===== src/rtl/regfile_wb_ctrl.sv =====
// Write-back arbiter (ALU vs. load return) onto the single regfile write port,
// plus a per-register scoreboard of in-flight loads for decode hazard checks.
module regfile_wb_ctrl (
  input  logic        clk,
  input  logic        reset,
  input  logic        alu_valid,
  input  logic [4:0]  alu_rd,
  input  logic [31:0] alu_data,
  output logic        alu_ready,
  input  logic        ld_issue,
  input  logic [4:0]  ld_issue_rd,
  output logic        ld_issue_ready,
  input  logic        ld_valid,
  input  logic [4:0]  ld_rd,
  input  logic [31:0] ld_data,
  output logic        ld_ready,
  input  logic [4:0]  qa,
  input  logic [4:0]  qb,
  output logic        hz_a,
  output logic        hz_b,
  output logic [31:0] busy,
  output logic        RegWrite,
  output logic        RegDst,
  output logic [4:0]  rc,
  output logic [31:0] wdata
);

  typedef enum logic {SrcAlu = 1'b0, SrcLd = 1'b1} src_e;

  src_e        last_q, src_q;
  logic [31:0] busy_q, busy_d;
  logic        regwrite_q;
  logic [4:0]  rc_q;
  logic [31:0] wdata_q;
  logic        alu_elig, grant_alu, grant_ld;

  assign alu_elig       = alu_valid && !busy_q[alu_rd];
  // On conflict the source that did not win last time takes the port.
  assign grant_alu      = alu_elig && (!ld_valid || (last_q == SrcLd));
  assign grant_ld       = ld_valid && (!alu_elig || (last_q == SrcAlu));
  assign alu_ready      = grant_alu;
  assign ld_ready       = grant_ld;
  assign ld_issue_ready = !busy_q[ld_issue_rd];
  assign hz_a           = busy_q[qa];
  assign hz_b           = busy_q[qb];
  assign busy           = busy_q;
  assign RegWrite       = regwrite_q;
  assign RegDst         = 1'b0;
  assign rc             = rc_q;
  assign wdata          = wdata_q;

  always_comb begin
    busy_d = busy_q;
    // Bit stays set through the RegWrite cycle and drops at its closing edge.
    if (regwrite_q && (src_q == SrcLd)) busy_d[rc_q] = 1'b0;
    if (ld_issue && ld_issue_ready && (ld_issue_rd != 5'd0)) busy_d[ld_issue_rd] = 1'b1;
  end

  always_ff @(posedge clk) begin
    if (reset) begin
      busy_q     <= '0;
      regwrite_q <= 1'b0;
      rc_q       <= '0;
      wdata_q    <= '0;
      last_q     <= SrcAlu;
      src_q      <= SrcAlu;
    end else begin
      busy_q     <= busy_d;
      regwrite_q <= 1'b0;
      if (grant_alu) begin
        regwrite_q <= (alu_rd != 5'd0);
        rc_q       <= alu_rd;
        wdata_q    <= alu_data;
        src_q      <= SrcAlu;
        last_q     <= SrcAlu;
      end else if (grant_ld) begin
        regwrite_q <= (ld_rd != 5'd0);
        rc_q       <= ld_rd;
        wdata_q    <= ld_data;
        src_q      <= SrcLd;
        last_q     <= SrcLd;
      end
    end
  end

endmodule

===== config.mk =====
export PLATFORM = sky130hd
export DESIGN_NAME = regfile_wb_ctrl
export DESIGN_NICKNAME = d
export VERILOG_FILES = /design/src/rtl/regfile_wb_ctrl.sv
export SDC_FILE = /design/constraint.sdc
export NUM_CORES = 1
export LEC_CHECK = 0
export BUFFER_PORTS_ARGS = -buffer_cell sky130_fd_sc_hd__buf_2
export CAP_MARGIN = 20
export CORE_ASPECT_RATIO = 0.9
export CORE_MARGIN = 2
export CORE_UTILIZATION = 53
export CTS_CLUSTER_SIZE = 8
export DETAILED_ROUTE_END_ITERATION = 6
export PLACE_DENSITY_LB_ADDON = 0.15
export SYNTH_ARGS = -nofsm -noshare
export SYNTH_HDL_FRONTEND = slang
export SYNTH_SLANG_ARGS = --single-unit

===== constraint.sdc =====
create_clock -name clk -period 3.9 [get_ports clk]
set_input_delay 0 -clock clk [delete_from_list [all_inputs] [get_ports clk]]
set_output_delay 0 -clock clk [all_outputs]
set_load 0.05 [all_outputs]

# Word-level counts from Yosys, hierarchy flattened
# Cells that the tools add are included.
# classes
magnitude_cmp,7
muxes,20
n_bitwise,4
reduce_logical,19
# ops
op,count
$mux 32,4
$and 32x32->32,1
$not 32->32,1
$or 32x32->32,1
$lt 5x6->1 const B,5
$bmux 1 s5,4
$reduce_bool 5->1,3
$demux 1 s5,2
$ge 5x1->1 const B,2
$mux 5,2
$logic_and 1x1->1,8
$mux 1,8
$logic_not 1->1,4
$logic_or 1x1->1,2
$reduce_bool 2->1,1
$reduce_or 2->1,1
$not 1->1,1
# totals
ff_bits,71
inputBits,94
output_inout_bits,76
wordCells,55

# Longest topological paths before layout
# logic_depth
ltp_word,9
depth_mapped,10
mapped_depth_nobuf,6

# Worst setup path before layout
# Ideal clock, no wire load.
# synth_path
path_kind,reg2reg
from,register busy_q[16] (netlist: busy[16])
to,register regwrite_q (netlist: RegWrite)
setup_time_ns,0.168
t_arrival_ns,2.638
required_time_ns,3.732
setup_slack_ns,1.093
path_stages_with_launch,7
n_path_buf,0
synth_period_minus_slack_ns,2.807
cell_sequence,dfxtp_1 nor2b_1 a2111oi_2 nor4_1 or4_4 nor2_1 a311oi_1
# synth_between
word_cells_on_any_way,10
cone_classes,mux (4); reduce/logical (6)
# synth_rtl
element,line,source
"start, declared",31,"logic [31:0] busy_q, busy_d;"
"start signal, assigned",68,busy_q <= busy_d;
$bmux 1 s5,37,assign alu_elig = alu_valid && !busy_q[alu_rd];
$mux 1 (not written as such),37,
$logic_not 1->1,37,
$logic_and 1x1->1,37,
$logic_and 1x1->1,39,assign grant_alu = alu_elig && (!ld_valid || (last_q == SrcLd));
named net alu_ready,9,"output logic alu_ready,"
$mux 1,70,if (grant_alu) begin
"end signal, assigned",71,regwrite_q <= (alu_rd != 5'd0);
"end signal, assigned",77,regwrite_q <= (ld_rd != 5'd0);
"end, declared",32,logic regwrite_q;
# The timed path passes the listed nets, and every way through them passes these cells. The select of a mux whose other input is x is not followed.
# A chain may end at the register's enable or synchronous reset.

# Worst setup path in the final report
# layout_path
from,register busy_q[10] (netlist: busy[10])
to,output ld_ready
# layout_between
elab_chain_len,7
# layout_rtl
element,line,source
$bmux 1 s5,37,
$mux 1 (not written as such),37,
$logic_not 1->1,37,
$logic_and 1x1->1,37,
$logic_not 1->1,40,assign grant_ld = ld_valid && (!alu_elig || (last_q == SrcAlu));
$logic_or 1x1->1,40,
$logic_and 1x1->1,40,
"end, declared",16,"output logic ld_ready,"
# No other way between the ends. The select of a mux whose other input is x is not followed.

==> run summary <==
Final #Nets = 713
Mapped Cells = 439
FFs w/ async S/R, synth = 0%
Sink Count = 71
Rel. slew slack = 35.2%
HP Class = input port to register
Core area = 7910 sq um
Synth-to-layout area growth = 32.5%
WS Path Type = register to primary output
CP Capture Type = primary output
GPL Wtd Cong = 1.03
Post-Synthesis Net Count = 533
Pre-CTS WS = 1.10 ns
Main flop type after synthesis = dfxtp_1
Dpl hpwl = 10100 um
RR Startpoint = busy[10]
Status = completed
Seq/Total Area, Yosys = 33.3%
Tmin final = 3.11 ns
Netlist Area Pre-Place = 4260 sq um
Arrival time worst endpoint = 3.11 ns
Max Cap Violations = 0
Dpl cells = 670
Setup Buffers After CTS = 0
Layout cells sized above 1 = 40.9%
Pin count of the biggest net entering global routing = 48
First-pass GRT wire length = 22200 um
Critical Path Start Type = register
Vias in the first global route = 4217
Total CTS buffers = 9
Crit path to = ld_ready
Levels on crit path = 7
CTS tree = yes
Die Y = 89.1 um
CP cell instances = mux2_2, o32ai_1, nor4b_1, or4_4, o21ai_4, inv_1, buf_2
Clk root buf = clkbuf_8
WL per Instance = 20.5 um
Drt total wl = 14800 um
Post-route ant nets = 0
Global router's overall resource usage = 32.6%
Crit Reg-Reg Endpoint = wdata[16]
Worst-skew pair later-pin latency = 0.35 ns
Worst R2R Setup Slack = 1.07 ns
Required time worst endpoint = 3.90 ns
Clk buf depth = 2
Setup Skew = 0.00841 ns
Antenna violations before repair = 0
Max Clock Freq = 322 MHz
Most common cell after layout, fill and taps aside = buf_2
Netlist cell types = 54
I/O Pins = 170
CP startpoint = busy[10]
Worst setup margin = 0.793 ns
First-pass DRT Iterations = 5
CP max stage delay = 0.76 ns
Residual DRC = 0
Cell family with most CP delay = compound AO/OA/AOI/OAI gates
Post-synthesis sequential element count = 71
CP max-delay cell = o21ai_4
Initial DRC count = 394
Yosys warns = 0
FP Rows = 31
Starting Density = 53.9%
Number of flops mapped to enable cells by yosys = 0
Final std cells w/o fill = 723
WP buf/inv = 2
Hold WS = 0.00593 ns
Die W = 98.6 um
Critical path peak fanout = 36
Most frequent cells in the layout = 168 x buf_2, 71 x dfxtp_1, 45 x nor2_1
Final Cycle Share = 79.7%
Leakage = 0.00241 uW
Total Power = 2030 uW
Final setup TNS = 0 ns
Via count = 4616
Total Die Area = 8780 sq um
PortBufs = 168
Clock transition at path regs = 0.08 ns
Grt total ovfl = 0
Setup violations, final = 0
Power density of the placed cells = 359 nW/um^2
Routed vias/inst = 6.38
R2R depth = 8
Max IR drop VDD = 0.240 mV
Final Max Slew Viols = 0
Final Hold Fails = 0
Worst Max-Slew Pin Slew = 0.970 ns
Syn avg cell area = 9.71 sq um
CTS HTree Levels = 3
RSZ-0062 raised after global routing = no
Antenna diodes = 0
[kinds of logic (layout without fill, tap and decap cells)]
logic type / after synthesis / after routing / share of synthesized area, %
buffers and inverters: 48 / 233 / 5.66
muxes: 48 / 48 / 20.9
other: 1 / 1 / 0.0879
AOI/OAI and AO/OA: 144 / 144 / 25.4
and+or+nand+nor: 127 / 127 / 14.6
DFF: 71 / 71 / 33.3
[power breakdown]
group | internal [uW] | switching [uW]
sequential | 770 | 41.4
combinational | 186 | 359
clock | 378 | 291
total | 1330 | 692
[flip-flops by register name, indices dropped and copies added (netlist names)]
| name | flops |
|---|---|
| busy | 32 |
| src_q | 1 |
| wdata | 32 |
| RegWrite | 1 |
| rc | 5 |
[routing by layer]
layer	GRT usage [%]	vias to the layer above	wire length, um	part of all wire, %
met3	10.2	31	1840	12
li1	-	2075	-	-
met1	45.1	2209	5700	39
met5	0	-	0	0
met4	7.72	0	282	1.9
met2	50.8	301	6980	47
[Yosys cell counts, drive strengths merged, types with 5 or more instances]
master,count,area [sq um]
nand3,17,85.1
a21oi,40,200
clkbuf,25,93.8
inv,8,30.0
o221a,35,394
mux2,13,154
dfxtp,71,1420
nor2b,5,31.3
nand2,25,96.4
mux2i,5,62.6
o21ai,28,151
nor3,7,35.0
nand2b,7,46.3
nor2,45,169
buf,15,118
mux4,30,676
o211ai,19,143
[how the worst min path moves through the flow]
stage                         start     to  slack, ns  cells past startpoint
after CTS                 alu_rd[3]  rc[3]      0.004                      3
after global placement    alu_valid  src_q       0.26                      2
final                     alu_rd[3]  rc[3]      0.006                      3
after global routing      alu_rd[3]  rc[3]       0.03                      3
after floorplan           alu_valid  src_q       0.12                      1
after detailed placement  alu_valid  src_q       0.27                      2
[area by class of cell]
class,instances,area (sq um)
multi-input combinational,320,2610
fill,644,2260
sequential,71,1420
timing repair buffer,209,1240
clock buffer,11,141
tap,99,124
clock inverter,5,81.3
inverter,8,30.0
[metrics by stage]
stage               utilization (%)  area, sq um
global route                   71.4         5650
finish                         71.4         5650
floorplan                         -         4260
CTS                            71.4         5650
global placement               63.9         5060
detailed placement             63.9         5060
[repair_timing]
action,in CTS,in global routing
gates resized for setup,0,0
endpoints found under the setup margin,0,0
hold buffers,37,0
hold endpoints to repair,38,0
[tightest hold or removal path: cells and delay by family]
family / cells / cell delay (ns)
compound gates: 1 / 0.07
buf+inv: 1 / 0.15
simple gates: 1 / 0.08
No activity file was read; power rests on OpenSTA's default activity.
